$ cat src/rtl/arm_decode_issue.sv
// Decode/issue stage: splits the fetched ARM word into fields, evaluates the
// condition against a local NZCV copy, and uses a register/flag scoreboard to
// hold back dependent instructions until write-back or flag update lands.
// Optional macro ARM_DECODE_PERF_EN adds issue_count/stall_count outputs.
module arm_decode_issue #(
  parameter int          NREGS   = 16,
  parameter logic [3:0]  AL_COND = 4'b1110
) (
  input  logic        clk,
  input  logic        reset,
  input  logic        in_valid,
  output logic        in_ready,
  input  logic [31:0] PC,
  input  logic [31:0] Instruction,
  output logic        out_valid,
  input  logic        out_ready,
  output logic [31:0] out_pc,
  output logic [1:0]  out_op,
  output logic [3:0]  out_cmd,
  output logic        out_imm_en,
  output logic [3:0]  out_rn,
  output logic [3:0]  out_rd,
  output logic [3:0]  out_rm,
  output logic [31:0] out_imm,
  output logic        out_reg_we,
  output logic        out_mem_we,
  output logic        out_flags_we,
  output logic        out_branch,
  input  logic        wb_we,
  input  logic [3:0]  wb_rd,
  input  logic        flags_we,
  input  logic [3:0]  flags_in,
  output logic        hazard
`ifdef ARM_DECODE_PERF_EN
  ,
  output logic [31:0] issue_count,
  output logic [31:0] stall_count
`endif
);

  typedef struct packed {
    logic [31:0] pc;
    logic [1:0]  op;
    logic [3:0]  cmd;
    logic        imm_en;
    logic [3:0]  rn;
    logic [3:0]  rd;
    logic [3:0]  rm;
    logic [31:0] imm;
    logic        reg_we;
    logic        mem_we;
    logic        flags_we;
    logic        branch;
  } dec_t;

  localparam logic [1:0] OP_DATA = 2'b00;
  localparam logic [1:0] OP_MEM  = 2'b01;
  localparam logic [1:0] OP_BR   = 2'b10;
  localparam logic [3:0] R15     = 4'hF;

  // Field split
  logic [3:0]  cond;
  logic [1:0]  op;
  logic        i_bit;
  logic [3:0]  cmd;
  logic        s_bit;
  logic [3:0]  rn, rd;
  logic [11:0] src2;

  assign cond  = Instruction[31:28];
  assign op    = Instruction[27:26];
  assign i_bit = Instruction[25];
  assign cmd   = Instruction[24:21];
  assign s_bit = Instruction[20];
  assign rn    = Instruction[19:16];
  assign rd    = Instruction[15:12];
  assign src2  = Instruction[11:0];

  // State
  dec_t             out_q, dec_d;
  logic             out_valid_q;
  logic [NREGS-1:0] pend_q, pend_d;
  logic             flags_pend_q, flags_pend_d;
  logic [3:0]       nzcv_q, nzcv_d;

  logic cond_pass, reg_blk, issue;
  logic n_f, z_f, c_f, v_f;

  assign {n_f, z_f, c_f, v_f} = nzcv_q;

  // Condition check against the flags as they stand at issue time
  always_comb begin
    cond_pass = 1'b0;
    case (cond)
      4'b0000: cond_pass = z_f;
      4'b0001: cond_pass = !z_f;
      4'b0010: cond_pass = c_f;
      4'b0011: cond_pass = !c_f;
      4'b0100: cond_pass = n_f;
      4'b0101: cond_pass = !n_f;
      4'b0110: cond_pass = v_f;
      4'b0111: cond_pass = !v_f;
      4'b1000: cond_pass = c_f & !z_f;
      4'b1001: cond_pass = !c_f | z_f;
      4'b1010: cond_pass = (n_f == v_f);
      4'b1011: cond_pass = (n_f != v_f);
      4'b1100: cond_pass = !z_f & (n_f == v_f);
      4'b1101: cond_pass = z_f | (n_f != v_f);
      4'b1110: cond_pass = 1'b1;
      default: cond_pass = 1'b0;
    endcase
  end

  // Hazard detection; clears from write-back are not bypassed, so only the
  // registered scoreboard is consulted
  always_comb begin
    reg_blk = 1'b0;
    if (op != OP_BR && rn != R15 && pend_q[rn])                 reg_blk = 1'b1;
    if (op != OP_BR && !i_bit && src2[3:0] != R15 && pend_q[src2[3:0]]) reg_blk = 1'b1;
    if (op == OP_MEM && !s_bit && rd != R15 && pend_q[rd])      reg_blk = 1'b1;
  end

  assign hazard   = in_valid & (reg_blk | ((cond != AL_COND) & flags_pend_q));
  assign in_ready = (!out_valid_q | out_ready) & !hazard;
  assign issue    = in_valid & in_ready;

  // Decode into the bundle that the output register captures; enables are
  // squashed on condition failure but the instruction still flows
  always_comb begin
    dec_d          = '0;
    dec_d.pc       = PC;
    dec_d.op       = op;
    dec_d.cmd      = cmd;
    dec_d.imm_en   = i_bit;
    dec_d.rn       = rn;
    dec_d.rd       = rd;
    dec_d.rm       = src2[3:0];
    dec_d.imm      = (op == OP_BR) ? {{6{Instruction[23]}}, Instruction[23:0], 2'b00}
                                   : {20'd0, src2};
    dec_d.reg_we   = cond_pass & (((op == OP_DATA) & (cmd[3:2] != 2'b10)) |
                                  ((op == OP_MEM) & s_bit));
    dec_d.mem_we   = cond_pass & (op == OP_MEM) & !s_bit;
    dec_d.flags_we = cond_pass & (op == OP_DATA) & s_bit;
    dec_d.branch   = cond_pass & (op == OP_BR);
  end

  // Scoreboard next state: retire first, then issue sets so set wins a tie
  always_comb begin
    pend_d = pend_q;
    if (wb_we) pend_d[wb_rd] = 1'b0;
    if (issue && dec_d.reg_we && rd != R15) pend_d[rd] = 1'b1;
    flags_pend_d = flags_pend_q;
    if (flags_we) flags_pend_d = 1'b0;
    if (issue && dec_d.flags_we) flags_pend_d = 1'b1;
    nzcv_d = flags_we ? flags_in : nzcv_q;
  end

  // Output register: load on issue, drop valid when drained with nothing new
  always_ff @(posedge clk or posedge reset) begin
    if (reset) begin
      out_q       <= '0;
      out_valid_q <= 1'b0;
    end else if (issue) begin
      out_q       <= dec_d;
      out_valid_q <= 1'b1;
    end else if (out_ready) begin
      out_valid_q <= 1'b0;
    end
  end

  // Scoreboard and flag copy
  always_ff @(posedge clk or posedge reset) begin
    if (reset) begin
      pend_q       <= '0;
      flags_pend_q <= 1'b0;
      nzcv_q       <= 4'b0000;
    end else begin
      pend_q       <= pend_d;
      flags_pend_q <= flags_pend_d;
      nzcv_q       <= nzcv_d;
    end
  end

`ifdef ARM_DECODE_PERF_EN
  logic [31:0] issue_cnt_q, stall_cnt_q;

  // Free-running wrap-around counters for issues and hazard stall cycles
  always_ff @(posedge clk or posedge reset) begin
    if (reset) begin
      issue_cnt_q <= '0;
      stall_cnt_q <= '0;
    end else begin
      if (issue)              issue_cnt_q <= issue_cnt_q + 32'd1;
      if (in_valid && hazard) stall_cnt_q <= stall_cnt_q + 32'd1;
    end
  end

  assign issue_count = issue_cnt_q;
  assign stall_count = stall_cnt_q;
`endif

  assign out_valid    = out_valid_q;
  assign out_pc       = out_q.pc;
  assign out_op       = out_q.op;
  assign out_cmd      = out_q.cmd;
  assign out_imm_en   = out_q.imm_en;
  assign out_rn       = out_q.rn;
  assign out_rd       = out_q.rd;
  assign out_rm       = out_q.rm;
  assign out_imm      = out_q.imm;
  assign out_reg_we   = out_q.reg_we;
  assign out_mem_we   = out_q.mem_we;
  assign out_flags_we = out_q.flags_we;
  assign out_branch   = out_q.branch;

endmodule

$ cat config.mk
export PLATFORM = sky130hd
export DESIGN_NAME = arm_decode_issue
export DESIGN_NICKNAME = d
export VERILOG_FILES = /design/src/rtl/arm_decode_issue.sv
export SDC_FILE = /design/constraint.sdc
export NUM_CORES = 1
export LEC_CHECK = 0
export CORE_ASPECT_RATIO = 1.1
export CORE_MARGIN = 2
export CORE_UTILIZATION = 50
export CTS_CLUSTER_DIAMETER = 80
export DETAILED_ROUTE_END_ITERATION = 8
export GPL_TIMING_DRIVEN = 0
export HOLD_SLACK_MARGIN = 0.15
export MAX_ROUTING_LAYER = met4
export PLACE_DENSITY_LB_ADDON = 0.25
export SYNTH_ARGS = -nofsm -noshare
export SYNTH_HDL_FRONTEND = slang
export SYNTH_SLANG_ARGS = --single-unit
$ cat constraint.sdc
create_clock -name clk -period 4.5 [get_ports clk]
set_input_delay 0.45 -clock clk [delete_from_list [all_inputs] [get_ports clk]]
set_output_delay 0.45 -clock clk [all_outputs]
set_load 0.02 [all_outputs]
==> run metrics <==
PD cells approximately 440 nW/um2; worst setup path class input port to output pin; first-pass GRT wire length between 20000 and 25000 um; Yosys cell types 42; Syn Nets 486; status finished, final reports clean; post-layout util between 70% and 80%; Critical Path RT about 4.1 ns; Cell Rows 39; GRT Total Usage between 20% and 30%; RSZ-0062 raised after global routing no; P_leak approximately 0.0032 uW; Critical Path Sink Type output pin; synthesized netlist cell count 408; Reg clk slew, reported paths approximately 0.070 ns; Final min period 3.799 ns; CTS Buffer Depth 2; initial drt markers approximately 200; Ports about 170; flops & latches, synth 102; Hold Path Class input port to flip-flop; core area ~10000 um2; Post-synth EDFFs 0; Final HPWL DP 10480 um; Setup Skew just under 0.005 ns; first-pass iteration count of the detailed router 4; sequential fraction of the synthesis area between 40% and 50%; Mapped Area a little over 5000 um2; WL met1 5692 um; GPL Wtd Cong approximately 0.93; clock sinks roughly 100; Nets around 660; wire length on met3 between 900 and 1000 um; layout cell share with drive strength beyond 1 roughly a fifth; Post-synth top flop dfrtp_1; DR vias/cell between 5 and 6; WL final about 14000 um; maxcap violations 0; CTS Buf Count 9; Crit Path Max Fanout 5; largest net degree at the start of global routing 65; Async S/R FF share, synth 100.0%; Worst EP arrival ~3.4 ns; post-synthesis area per instance about 13 um2; gr ovfl total 0; remaining antenna violation count after routing 0; Worst-Margin Slew roughly 1.0 ns; Die X 101.2 um; crit start category input port; clock root cell clkbuf_16; peak supply drop approximately 0.24 mV; Max Slew Vio Count 0; initial core utilization between 50% and 60%; vias in the first global route between 4k and 5k; fmax ~260 MHz; die footprint ~11000 um2; Final Hold Viols 0; final setup TNS 0 ns; relative slew slack ~32%; Syn-to-layout area delta 40.11%; port buffer count about 160; WL/cell 19.68 um; CTS H-tree lvls 3; final number of setup-violating endpoints 0; drt drc 0; initial antenna violation count 0; Synth Warn # 0; post-cts hold buffer count 0; postcts setup bufs 0; die height about 110 um; Power Total 3181 uW; # diodes 0; worst-skew pair later-pin latency 0.34 ns; Tcrit/Tclk final between 80 and 90%; post-cts repair resize count 0; highest metal used met4; CTS tree yes; Vias around 3.9k; met2 WL around 6900 um
per-layer routing:
layer / up-vias / GRT usage, %
li1: 1819 / -
met1: 1921 / 32.47
met2: 170 / 42.74
met3: 24 / 4.288
met4: 0 / 9.730
met5: - / -
cell usage after synthesis (all sizes together) (2+ instances only):
library cell | count | area [um2]
a21oi | 6 | 30.03
a311oi | 2 | 17.52
a31oi | 7 | 43.79
buf | 21 | 201.4
clkbuf | 13 | 48.80
dfrtp | 102 | 2552
inv | 20 | 75.07
mux2 | 69 | 960.9
mux2i | 32 | 320.3
mux4 | 7 | 157.7
nand2 | 27 | 103.9
nand2b | 4 | 25.02
nand3 | 11 | 55.05
nand3b | 4 | 30.03
nand4 | 8 | 50.05
nor2 | 11 | 41.29
nor2b | 13 | 81.33
o211ai | 3 | 22.52
o21ai | 6 | 30.03
o31ai | 23 | 172.7
o41ai | 2 | 17.52
xor2 | 2 | 17.52
final cells by class:
| cell class | count | area (um2) |
|---|---|---|
| tap | 123 | 153.9 |
| clock inverter | 3 | 46.29 |
| buffer | 34 | 250.2 |
| timing repair buffer | 162 | 1639 |
| inverter | 20 | 77.57 |
| clock buffer | 11 | 242.7 |
| sequential | 102 | 2552 |
| multi-input combinational | 252 | 2320 |
| fill | 732 | 2965 |
cells in the final DEF, fill, tap and decap left out, drive strengths merged, types with 13 or more instances in the layout:
| cell | n |
|---|---|
| mux2 | 69 |
| inv | 20 |
| o31ai | 23 |
| clkbuf | 24 |
| nand2 | 27 |
| nor2b | 13 |
| clkdlybuf4s50 | 161 |
| dfrtp | 102 |
| mux2i | 32 |
| buf | 22 |
worst max-delay path, stage by stage:
cell	delay, ns
clkdlybuf4s50_1	0.56
nor2b_1	0.46
a2bb2oi_1	0.13
a2111oi_0	0.58
and4bb_4	0.30
nand4_1	0.10
and2_1	0.14
clkdlybuf4s50_1	0.61
metrics by stage:
| stage | setup slack [ns] | instances | hold WS (ns) | instance area [um2] |
|---|---|---|---|---|
| 2_1_floorplan | 1.375 | 408 | 0.4806 | 5197 |
| 3_3_place_gp | -0.1475 | 692 | 0.4882 | 6963 |
| 3_5_place_dp | 0.8026 | 693 | 0.4925 | 6993 |
| 4_1_cts | 0.7552 | 707 | 0.4096 | 7282 |
| 5_1_grt | 0.5079 | 707 | 0.4232 | 7282 |
| 6_report | 0.7013 | 707 | 0.4165 | 7282 |
state kept, by name, indices dropped and copies added, names as in the netlist, 2 cells and up:
| register | flops |
|---|---|
| out_rn | 4 |
| out_pc | 32 |
| out_rm | 4 |
| out_cmd | 4 |
| nzcv_q | 4 |
| out_op | 2 |
| out_imm | 26 |
| out_rd | 4 |
| pend_q | 15 |
worst paths after layout:
check / startpoint / to / slack [ns] / depth (start not counted)
min in group asynchronous: reset / out_cmd[1]$_DFFE_PP0P_ / 0.50 / 2
max in group asynchronous: reset / flags_pend_q$_DFFE_PP0P_ / 3.31 / 3
max: Instruction[12] / hazard / 0.70 / 8
max reg2reg: pend_q[4]$_DFF_PP0_ / out_rd[0]$_DFFE_PP0P_ / 2.04 / 8
min: Instruction[0] / out_rm[0]$_DFFE_PP0P_ / 0.42 / 2
min reg2reg: out_rm[3]$_DFFE_PP0P_ / out_rm[3]$_DFFE_PP0P_ / 0.51 / 1
cell families after synthesis:
kind of cell | count (synthesis) | share of synthesized area, %
multiplexers | 108 | 27.68
flip-flops | 102 | 49.11
AND/OR/NAND/NOR | 85 | 8.715
AO/OA/AOI/OAI | 57 | 7.897
buffers and inverters | 54 | 6.259
XOR/XNOR | 2 | 0.3371
report_power, final:
part | internal, uW | total [uW] | switching (uW)
Sequential | 1100 | 1220 | 118
Combinational | 649 | 1190 | 543
Clock | 441 | 768 | 326
(Power assumes the default switching activity.)
